<file path="src/rtl/p2s_tx.sv">
// Parallel-to-serial transmitter: sends SYNC_BYTES sync symbols after reset,
// then one byte every 8 bit-clocks, MSB first, filling empty slots with idle.
module p2s_tx #(
    parameter logic [7:0]  COM_SYM    = 8'hBC,
    parameter logic [7:0]  IDL_SYM    = 8'h7C,
    parameter int unsigned SYNC_BYTES = 4
) (
    input  logic       clk_32f,
    input  logic       reset,
    input  logic [7:0] data_32_8,
    input  logic       valid_32_8,
    output logic       ready_p2s,
    output logic       data_out,
    output logic       byte_start,
    output logic       link_active
);

    typedef enum logic {
        SYNC,
        ACTIVE
    } state_t;

    localparam logic [3:0] SC_LAST = 4'(SYNC_BYTES - 1);

    logic [7:0] sh_q, sh_d;
    logic [2:0] bc_q, bc_d;
    logic [3:0] sc_q, sc_d;
    state_t     state_q, state_d;
    logic       load;

    // bc==7 marks the last bit of a byte, so the following edge reloads sh
    assign load = (bc_q == 3'd7);

    always_comb begin
        sh_d    = {sh_q[6:0], 1'b0};
        bc_d    = bc_q + 3'd1;
        sc_d    = sc_q;
        state_d = state_q;
        if (load) begin
            if (state_q == SYNC) begin
                sh_d = COM_SYM;
                if (sc_q == SC_LAST) begin
                    state_d = ACTIVE;
                end else begin
                    sc_d = sc_q + 4'd1;
                end
            end else begin
                sh_d = valid_32_8 ? data_32_8 : IDL_SYM;
            end
        end
    end

    always_ff @(posedge clk_32f or posedge reset) begin
        if (reset) begin
            sh_q    <= 8'h00;
            bc_q    <= 3'd7;
            sc_q    <= 4'd0;
            state_q <= SYNC;
        end else begin
            sh_q    <= sh_d;
            bc_q    <= bc_d;
            sc_q    <= sc_d;
            state_q <= state_d;
        end
    end

    assign data_out    = sh_q[7];
    assign byte_start  = (bc_q == 3'd0);
    assign link_active = (state_q == ACTIVE);
    assign ready_p2s   = (state_q == ACTIVE) && load;

endmodule
</file>
<file path="config.mk">
export PLATFORM = sky130hd
export DESIGN_NAME = p2s_tx
export DESIGN_NICKNAME = d
export VERILOG_FILES = /design/src/rtl/p2s_tx.sv
export SDC_FILE = /design/constraint.sdc
export NUM_CORES = 1
export LEC_CHECK = 0
export ABC_AREA = 1
export BUFFER_PORTS_ARGS = -buffer_cell sky130_fd_sc_hd__buf_2
export CORE_MARGIN = 2
export CORE_UTILIZATION = 50
export DETAILED_ROUTE_END_ITERATION = 16
export PLACE_DENSITY = 0.74
export SLEW_MARGIN = 10
export SYNTH_ARGS = -nofsm -noshare
export SYNTH_HDL_FRONTEND = slang
export SYNTH_SLANG_ARGS = --single-unit
</file>
<file path="constraint.sdc">
create_clock -name clk_32f -period 4 [get_ports clk_32f]
set_clock_uncertainty 0.05 [all_clocks]
set_input_delay 0 -clock clk_32f [delete_from_list [all_inputs] [get_ports clk_32f]]
set_output_delay 0 -clock clk_32f [all_outputs]
set_load 0.05 [all_outputs]
</file>
# After elaboration in Yosys (flattened, before gate mapping)
# Cells that the tools add are included.
# Widths: inputs -> output; s select.
[word_totals] regBits=16 word_cells=18 out_inout_bits=4 input_bits=11
[classes] add_sub_neg=2 muxes=5 reduce_logical=3 n_eq_ne=2 bitwise_logic=2
[op_table] operator="$mux 8" n=3
[op_table] operator="$add 4x1->4 const B" n=1
[op_table] operator="$eq 4x2->1 const B" n=1
[op_table] operator="$add 3x1->3 const B" n=1
[op_table] operator="$eq 3x3->1 const B" n=1
[op_table] operator="$logic_not 3->1" n=1
[op_table] operator="$reduce_and 3->1" n=1
[op_table] operator="$mux 1" n=2
[op_table] operator="$not 1->1" n=2
[op_table] operator="$logic_and 1x1->1" n=1

# Longest topological paths before layout
# Gate-level depths: netlist of run 1.
[logic_depth] depth_word=3 ltp_mapped=7 mapped_depth_nobuf=6

# Least setup slack after synthesis of run 1
# OpenSTA, ideal clock, no wires.
[synth_path] path_type="flip-flop to flip-flop" from="register bc_q[0]" to="register sh_q[2]" setup_time_ns=0.121 stages_incl_launch_ff=8 path_buffers=1 required_ns=3.829 slack_ns=2.458 period_less_slack_ns=1.542 arrival_ns=1.370 path_cell_list="dfstp_2 ha_1 ha_1 buf_6 nand2_4 inv_4 nand2_4 o22a_1"
[synth_via] elab_chain_cells=2
[synth_lines] element="start, declared" line="26" source="logic [2:0] bc_q, bc_d;"
[synth_lines] element="start signal, assigned" line="56" source="bc_q <= 3'd7;"
[synth_lines] element="start signal, assigned" line="61" source="bc_q <= bc_d;"
[synth_lines] element="$eq 3x3->1" line="32" source="assign load = (bc_q == 3'd7);"
[synth_lines] element="$mux 8" line="39" source="if (load) begin"
[synth_lines] element="named net sh_d[2]" line="25" source="logic [7:0] sh_q, sh_d;"
[synth_lines] element="end signal, assigned" line="55" source="sh_q <= 8'h00;"
[synth_lines] element="end signal, assigned" line="60" source="sh_q <= sh_d;"
[synth_lines] element="end, declared" line="25"
# The timed path passes the listed nets, and every way through them passes these cells.
# A chain may end at the register's enable or synchronous reset.

# Worst setup path after layout of run 1
[layout_path] from="register bc_q[0]" to="register sh_q[0]"
# The elaborated chain is that of the path after synthesis.

==> results.txt, run 1 <==
The run finished with clean final reports. For this block, the via count after detailed routing is 570. For the maximum buffer depth of the clock tree, the log shows 2.

The overall die height was 42.43 um; the total DRC errors in the routed layout was 0. The die covers 0.001800 mm2. The number of resized instances in the post-cts repair step is 0, and the final critical-path share of the clock period is 51.32%.

On the final layout, the worst hold slack is 0.04329 ns. For this configuration, the core starts out at a cell density of 55.35%. The worst pin sits at a relative slew slack of 61.64%.

STA classifies the critical path endpoint as a register. The worst setup path is launched from a register. The fill cell instance count of the final layout is 94. The count of synthesis-stage warnings from yosys was 0; the placer congestion estimate was 0.7826. Highest fanout seen on the critical path: 9. The slowest stage of the critical path belongs to the cell sky130_fd_sc_hd__dlygate4sd3_1. The category of the most critical setup path is register to register. For this run, the top clock speed supported by timing is 487.2 MHz. The tools report the launch point of the worst reg-to-reg path as bc_q[0]. Per report_power, the combinational group accounts for 8.6% of the total. The predominant post-synthesis flop cell is sky130_fd_sc_hd__dfrtp_1. STA puts the critical path data arrival time at 2.22 ns. Across the VDD grid, the largest voltage drop is 0.2290 mV. TritonCTS created 3 clock buffers. The total routing resource utilization after global routing was 17.58%; the net switching power of the design was 58.84 uW. The power density normalized to cell area is 286.9 mW/mm2. Proportion of total power due to net switching: 21.31%.

The count of pins over their slew limit is 0, and the max-capacitance violation count is 0. The fraction of the yosys area taken by sequential cells was 54.75%; the total grt overflow was 0. In this run the tool buffered the top-level ports with 14 buffer cells. The post-DP HPWL came out at 848 um. The total wire length was 1.325 mm; the floorplan row count was 13.

Number of detailed-route iterations in the first pass: 4. Setup repair after global routing left no endpoint under its margin. In this run the most critical hold path is launched from valid_32_8. The die is 42.43 um wide. Footprint of the multi-input gates: 279.0 um2.

Entering global routing, the biggest net connects 17 pins. The average size of a mapped cell works out to 10.40 um2. Adding up every negative setup slack in the final design gives 0 ns. At the later pin of the worst-skew pair, clock insertion delay measures 0.28 ns.

The cell sitting at the root of the clock tree is a sky130_fd_sc_hd__clkbuf_4. The run gives 1 as the total number of H-tree levels. Per report_power, the sequential group accounts for 60.2% of the total. When the netlist entered floorplanning its net count stood at 86. The worst hold-check path type is input port to register. Summed over all cells, the static leakage comes to 0.0004825 uW. The number of global-route vias before repair is 547. Dividing the detail-routed wire length by the instance count gives 11.52 um. The number of antenna violations at the first check in global routing came out at 0. The detailed router finished its first iteration with 6 violations.

The clock transition time at the flip-flop clock pins of the worst setup and hold paths is 0.09 ns. The data required time of the critical path was 4.17 ns. The cell-internal power is 217.2 uW, and the number of enable-type register cells in the synthesized netlist is 0. On the worst path, the slowest cell contributes a delay of 0.55 ns. The net count of the finished layout is 116. In this run the count of I/O pins placed on the die edge is 15. 0 antenna diodes ended up in the layout.

The wire length of the first global-routing pass came out at 2.304 mm. Post-synth design cell area: 738.2 um2. The critical path launch point was bc_q[0]. The run gives 404.1 um2 as the sequential cell area. In the final layout, the share of cells above drive strength 1 is 29.00%. The fraction of registers with async set or reset after synthesis is 100.0%. TritonCTS built the clock tree. The actual slew at the worst max-slew pin came out at 0.5748 ns. The area growth from synthesis to layout works out to 30.34%.

The detail route stage leaves a number of antenna-violating nets equal to 0. Subtracting the final worst setup slack from the clock period gives 2.053 ns. Counting every sink on the clock net gives 16.

The logs give 31.1% for the clock share of power and 71 for the gate count after technology mapping. The signal on the critical path passes through ha_1, ha_1, nand2_4, inv_4, nand2_4, nor2_1, dlygate4sd3_1. Count of distinct cell types in the synthesized netlist: 20. The floorplan step defined a core boundary enclosing 0.001334 mm2. The count of state elements after synthesis is 16, and the final number of setup-violating endpoints is 0. The via density per instance was 4.957. The hold violation total from the final report was 0.
-- per-stage QoR --
step	power [uW]	instance area [um2]	setup WS, ns	cells	utilization, %
after floorplan	177.1	738.2	2.459	71	-
after global placement	184.4	815.8	2.438	99	61.16
after detailed placement	184.5	815.8	2.411	99	61.16
after CTS	281.0	962.2	1.971	115	72.14
after global routing	287.4	962.2	1.844	115	72.14
final	276.1	962.2	1.947	115	72.14
-- worst max-delay path, delay by kind of cell (launching register included) --
family / cells / cell delay [ns]
fa+ha+maj: 2 / 0.52
simple gates: 3 / 0.24
buf+inv: 2 / 0.63
flops: 1 / 0.54
-- logic make-up after synthesis --
group | count (synthesis) | synth area share (%)
flops | 16 | 54.75
xor+xnor | 1 | 1.187
buf+inv | 12 | 7.459
compound gates | 9 | 8.643
fa+ha+maj | 4 | 6.780
simple gates | 29 | 21.19
-- placed cells by master (no fill, tap or decap) --
| cell type | n |
|---|---|
| sky130_fd_sc_hd__nand2_1 | 15 |
| sky130_fd_sc_hd__buf_2 | 14 |
| sky130_fd_sc_hd__dfrtp_1 | 13 |
| sky130_fd_sc_hd__dlygate4sd3_1 | 12 |
| sky130_fd_sc_hd__inv_1 | 10 |
| sky130_fd_sc_hd__o22a_1 | 4 |
| sky130_fd_sc_hd__nor2_1 | 4 |
| sky130_fd_sc_hd__ha_1 | 4 |
| sky130_fd_sc_hd__nand2_4 | 3 |
| sky130_fd_sc_hd__o21ai_0 | 3 |
| sky130_fd_sc_hd__dfstp_2 | 3 |
| sky130_fd_sc_hd__clkbuf_4 | 3 |
| sky130_fd_sc_hd__nand4_1 | 2 |
| sky130_fd_sc_hd__nor2_2 | 1 |
| sky130_fd_sc_hd__nand2_2 | 1 |
| sky130_fd_sc_hd__nor2_4 | 1 |
| sky130_fd_sc_hd__nand3_1 | 1 |
| sky130_fd_sc_hd__nand3_2 | 1 |
| sky130_fd_sc_hd__inv_4 | 1 |
| sky130_fd_sc_hd__a21oi_1 | 1 |
| sky130_fd_sc_hd__xnor2_1 | 1 |
| sky130_fd_sc_hd__o21ai_2 | 1 |
| sky130_fd_sc_hd__clkbuf_1 | 1 |
-- final cells by class --
class	instances	area share, %
flip-flops and latches	16	42.00
multi-input cells	43	29.00
repair buffers	26	19.77
inverters	11	4.551
clock buffers	4	2.731
well taps	15	1.951
-- power groups by stage --
stage	Sequential (uW)	Combinational [uW]	Clock (uW)
after floorplan	171	6.11	0
after global placement	169	15.0	0
after detailed placement	169	15.0	0
after CTS	166	23.1	91.6
after global routing	167	26.6	94.2
final	166	23.8	85.9
-- timing repair --
item / in CTS / in global routing
hold buffers: 12 / 0
hold endpoints to repair: 21 / 0
buffers inserted: 0 / 0
-- sequential cells by signal, indices dropped and copies added (netlist names) --
| register | count |
|---|---|
| sh_q | 8 |
| sc_q | 4 |
| bc_q | 3 |
| link_active | 1 |
-- final timing paths --
path	to	slack, ns	cells past startpoint
worst min-delay path	sh_q[3]	0.04	3
worst max register to register	sh_q[0]	1.95	7
min in group asynchronous	sh_q[0]	0.27	3
max in group asynchronous	bc_q[0]	3.25	3
worst max-delay path	sh_q[0]	1.95	7
worst min register to register	sh_q[6]	0.42	2
-- Yosys cell counts, types with 2 or more instances --
| library cell | number | share of area, % |
|---|---|---|
| sky130_fd_sc_hd__nand2_4 | 3 | 4.6 |
| sky130_fd_sc_hd__nor2_1 | 4 | 2.0 |
| sky130_fd_sc_hd__dfrtp_1 | 13 | 44 |
| sky130_fd_sc_hd__inv_1 | 10 | 5.1 |
| sky130_fd_sc_hd__nand4_1 | 2 | 1.7 |
| sky130_fd_sc_hd__nand2_1 | 15 | 7.6 |
| sky130_fd_sc_hd__o21ai_0 | 3 | 2.0 |
| sky130_fd_sc_hd__ha_1 | 4 | 6.8 |
| sky130_fd_sc_hd__o22a_1 | 4 | 4.7 |
| sky130_fd_sc_hd__dfstp_2 | 3 | 11 |
-- routing by layer --
layer | global-route usage [%] | wire length (um) | up-vias | part of all wire (%)
met1 | 20.44 | 554 | 268 | 42
met4 | 7.500 | 12 | 0 | 0.91
met3 | 3.879 | 62 | 2 | 4.7
met2 | 30.77 | 695 | 16 | 52
met5 | 0 | 0 | - | 0
li1 | - | - | 284 | -
Note: power is estimated with default switching activity, not from simulation.
==> run 2, diff against run 1 <==
- clock period: 4 -> 2 ns (I/O delays scaled with it)
==> results.txt, run 2 (same netlist as run 1, synthesis figures left out) <==
The final-stage net count is 116, and the static power due to leakage is 0.0004857 uW. The number of nets with antenna violations after detailed routing came out at 0. The run gives 1.352 mm as the total wire length. The total CTS buffers was 3; the number of detailed-route iterations in the first pass was 4. During I/O placement, the number of pins put on the boundary was 15. Setup violations remaining at the end of the flow were counted as 0.

0 antenna diodes ended up in the layout. Number of clock sinks: 16. The total routing resource utilization after global routing was 18.29%; the peak supply drop was 0.5112 mV. The most frequent standard cell in the layout excluding fill and tap cells is sky130_fd_sc_hd__nand2_1. For the effective utilization at floorplan, the log shows 55.35%. The setup path with the least slack is of type register to output pin.

Row generation in the floorplan step produced 13 rows. The total number of H-tree levels was 1. After routing, the total negative slack on setup checks comes to 0 ns. The peak clock frequency supported by timing came out at 538.1 MHz. The largest registers in the layout are sh_q (8), sc_q (4), bc_q (3).

In the finished design, the share of the clock period the worst path needs comes to 92.92%. The signal arrival time at the worst endpoint is 1.81 ns, and the proportion of total power due to net switching is 19.77%. The number of I/O port buffers came out at 14. The power density normalized to cell area was 601.4 mW/mm2; the fill cell instance count of the final layout was 97. STA puts the critical path data required time at 1.95 ns. In the layout the commonest cells are 15 x sky130_fd_sc_hd__nand2_1, 14 x sky130_fd_sc_hd__buf_2, 13 x sky130_fd_sc_hd__dfrtp_1.

Cells with a size suffix above 1 make up 30.00% of the layout. The overall die area is 0.001800 mm2. The register with the most flip-flops is sh_q. The core region is 0.001334 mm2.

The horizontal die dimension was 42.43 um. TritonCTS built the clock tree. After detailed routing, the number of remaining DRC violations is 0. Post-DP HPWL: 861.2 um. The worst hold-check path type was input port to async pin. The clock transition time at the flip-flop clock pins of the worst setup and hold paths was 0.09 ns; the worst relative slew slack was 61.14%. The run gives 0 as the hold violation total from the final report.

The master cell of the clock root buffer is sky130_fd_sc_hd__clkbuf_4. Counting along the longest clock path gives a buffer depth of 2. In this run, placement finished with an instance count of 99. The tools report the total grt overflow as 0. The cell-internal power is 469.1 uW. Per report_power, the sequential group accounts for 56.9% of the total. The count of pins over their slew limit was 0. The share of total power dissipated in combinational logic is 8.5%. The register with the most flip-flops in the layout has 8 of them. The worst setup path is launched from a register.

The number of global-route vias before repair was 551; the wire length of the first global-routing pass was 2.401 mm. The number of antenna violations at the first check in global routing was 0. The run finished with clean final reports. The logs give 17 for the largest net degree at the start of global routing and 0.27 ns for the insertion delay to the later sink of the worst-skew pair.

From bottom edge to top edge, the die measures 42.43 um. After detailed routing, the average wire length per cell comes to 11.76 um. The logs give 573 for the number of vias in the routed layout and 115.6 uW for the net switching power of the design.

The clock share of power is 34.6%. Setup repair after global routing left no endpoint under its margin. The via density per instance is 4.983. The run gives 1 as the iteration-0 DRC count of the detailed router. The kind of capture point of the worst setup path was an output pin. At the end of routability-driven placement, the weighted congestion stood at 0.7831. For this run, the number of standard cells in the final layout without fillers is 115. The worst path needs 1.858 ns of the cycle, external delays included.

From synthesis to final layout, the design area changed by 31.69%. At the pin with the least slew margin, the transition time is 0.5822 ns. The max-capacitance violation count was 0.

Along the worst path, the maximum fanout reaches 9.
-- run 2: cell counts in the layout (fill, tap and decap cells not counted) --
No cell type changed its count.
-- run 2: worst max-delay path, stage by stage, from the launching register on --
cell	delay [ns]
sky130_fd_sc_hd__dfstp_2	0.54
sky130_fd_sc_hd__ha_1	0.14
sky130_fd_sc_hd__ha_1	0.39
sky130_fd_sc_hd__nand2_4	0.11
sky130_fd_sc_hd__inv_4	0.08
sky130_fd_sc_hd__buf_2	0.27
-- run 2: area by class of cell --
| class | count | area, um2 | share of cell area, % |
|---|---|---|---|
| Sequential cell | 16 | 404.1 | 41.57 |
| Inverter | 11 | 43.79 | 4.505 |
| Timing Repair Buffer | 26 | 190.2 | 19.56 |
| Tap cell | 15 | 18.77 | 1.931 |
| Clock buffer | 4 | 36.28 | 3.732 |
| Multi-Input combinational cell | 43 | 279.0 | 28.70 |
-- run 2: per-stage QoR --
stage / utilization [%] / cell area [um2] / total power (uW) / hold slack [ns] / setup slack (ns)
2_1_floorplan: - / 738.2 / 354.1 / -0.1384 / 0.4585
3_3_place_gp: 61.16 / 815.8 / 368.7 / 0.03425 / 0.4378
3_5_place_dp: 61.16 / 815.8 / 369.1 / 0.04382 / 0.4001
4_1_cts: 72.89 / 972.2 / 592.5 / 0.2786 / 0.1542
5_1_grt: 72.89 / 972.2 / 618.5 / 0.3470 / 0.04186
6_report: 72.89 / 972.2 / 584.7 / 0.2844 / 0.1416
-- run 2: per-layer routing --
metal / track usage (%) / vias to the layer above / wire length (um)
met4: 10.63 / 0 / 45
met3: 4.741 / 6 / 50
met2: 28.62 / 14 / 681
met5: 0 / - / 0
met1: 22.59 / 270 / 573
li1: - / 283 / -
-- run 2: worst paths after layout --
| path | from | to | slack (ns) | depth (start not counted) |
|---|---|---|---|---|
| worst max-delay path | bc_q[0] | ready_p2s | 0.14 | 5 |
| worst min-delay path | reset | sh_q[4] | 0.28 | 3 |
| worst max register to register | bc_q[0] | sh_q[5] | 0.37 | 6 |
| worst min register to register | bc_q[0] | bc_q[0] | 0.43 | 1 |
| max in group asynchronous | reset | sh_q[1] | 1.24 | 3 |
| min in group clk_32f | data_32_8[4] | sh_q[4] | 0.43 | 3 |
-- run 2: repair_timing --
action / 4_1_cts / 5_1_grt
hold buffers: 12 / 0
hold endpoints to repair: 21 / 0
resized for setup: 0 / 0
buffers inserted: 0 / 0
endpoints found under the setup margin: 0 / 0
-- run 2: power groups by stage --
stage / sequential [uW] / combinational, uW / clock, uW
4_1_cts: 333 / 47.9 / 212
6_report: 333 / 49.5 / 203
2_1_floorplan: 342 / 12.2 / 0
5_1_grt: 333 / 55.3 / 230
3_3_place_gp: 339 / 30.0 / 0
3_5_place_dp: 339 / 30.3 / 0
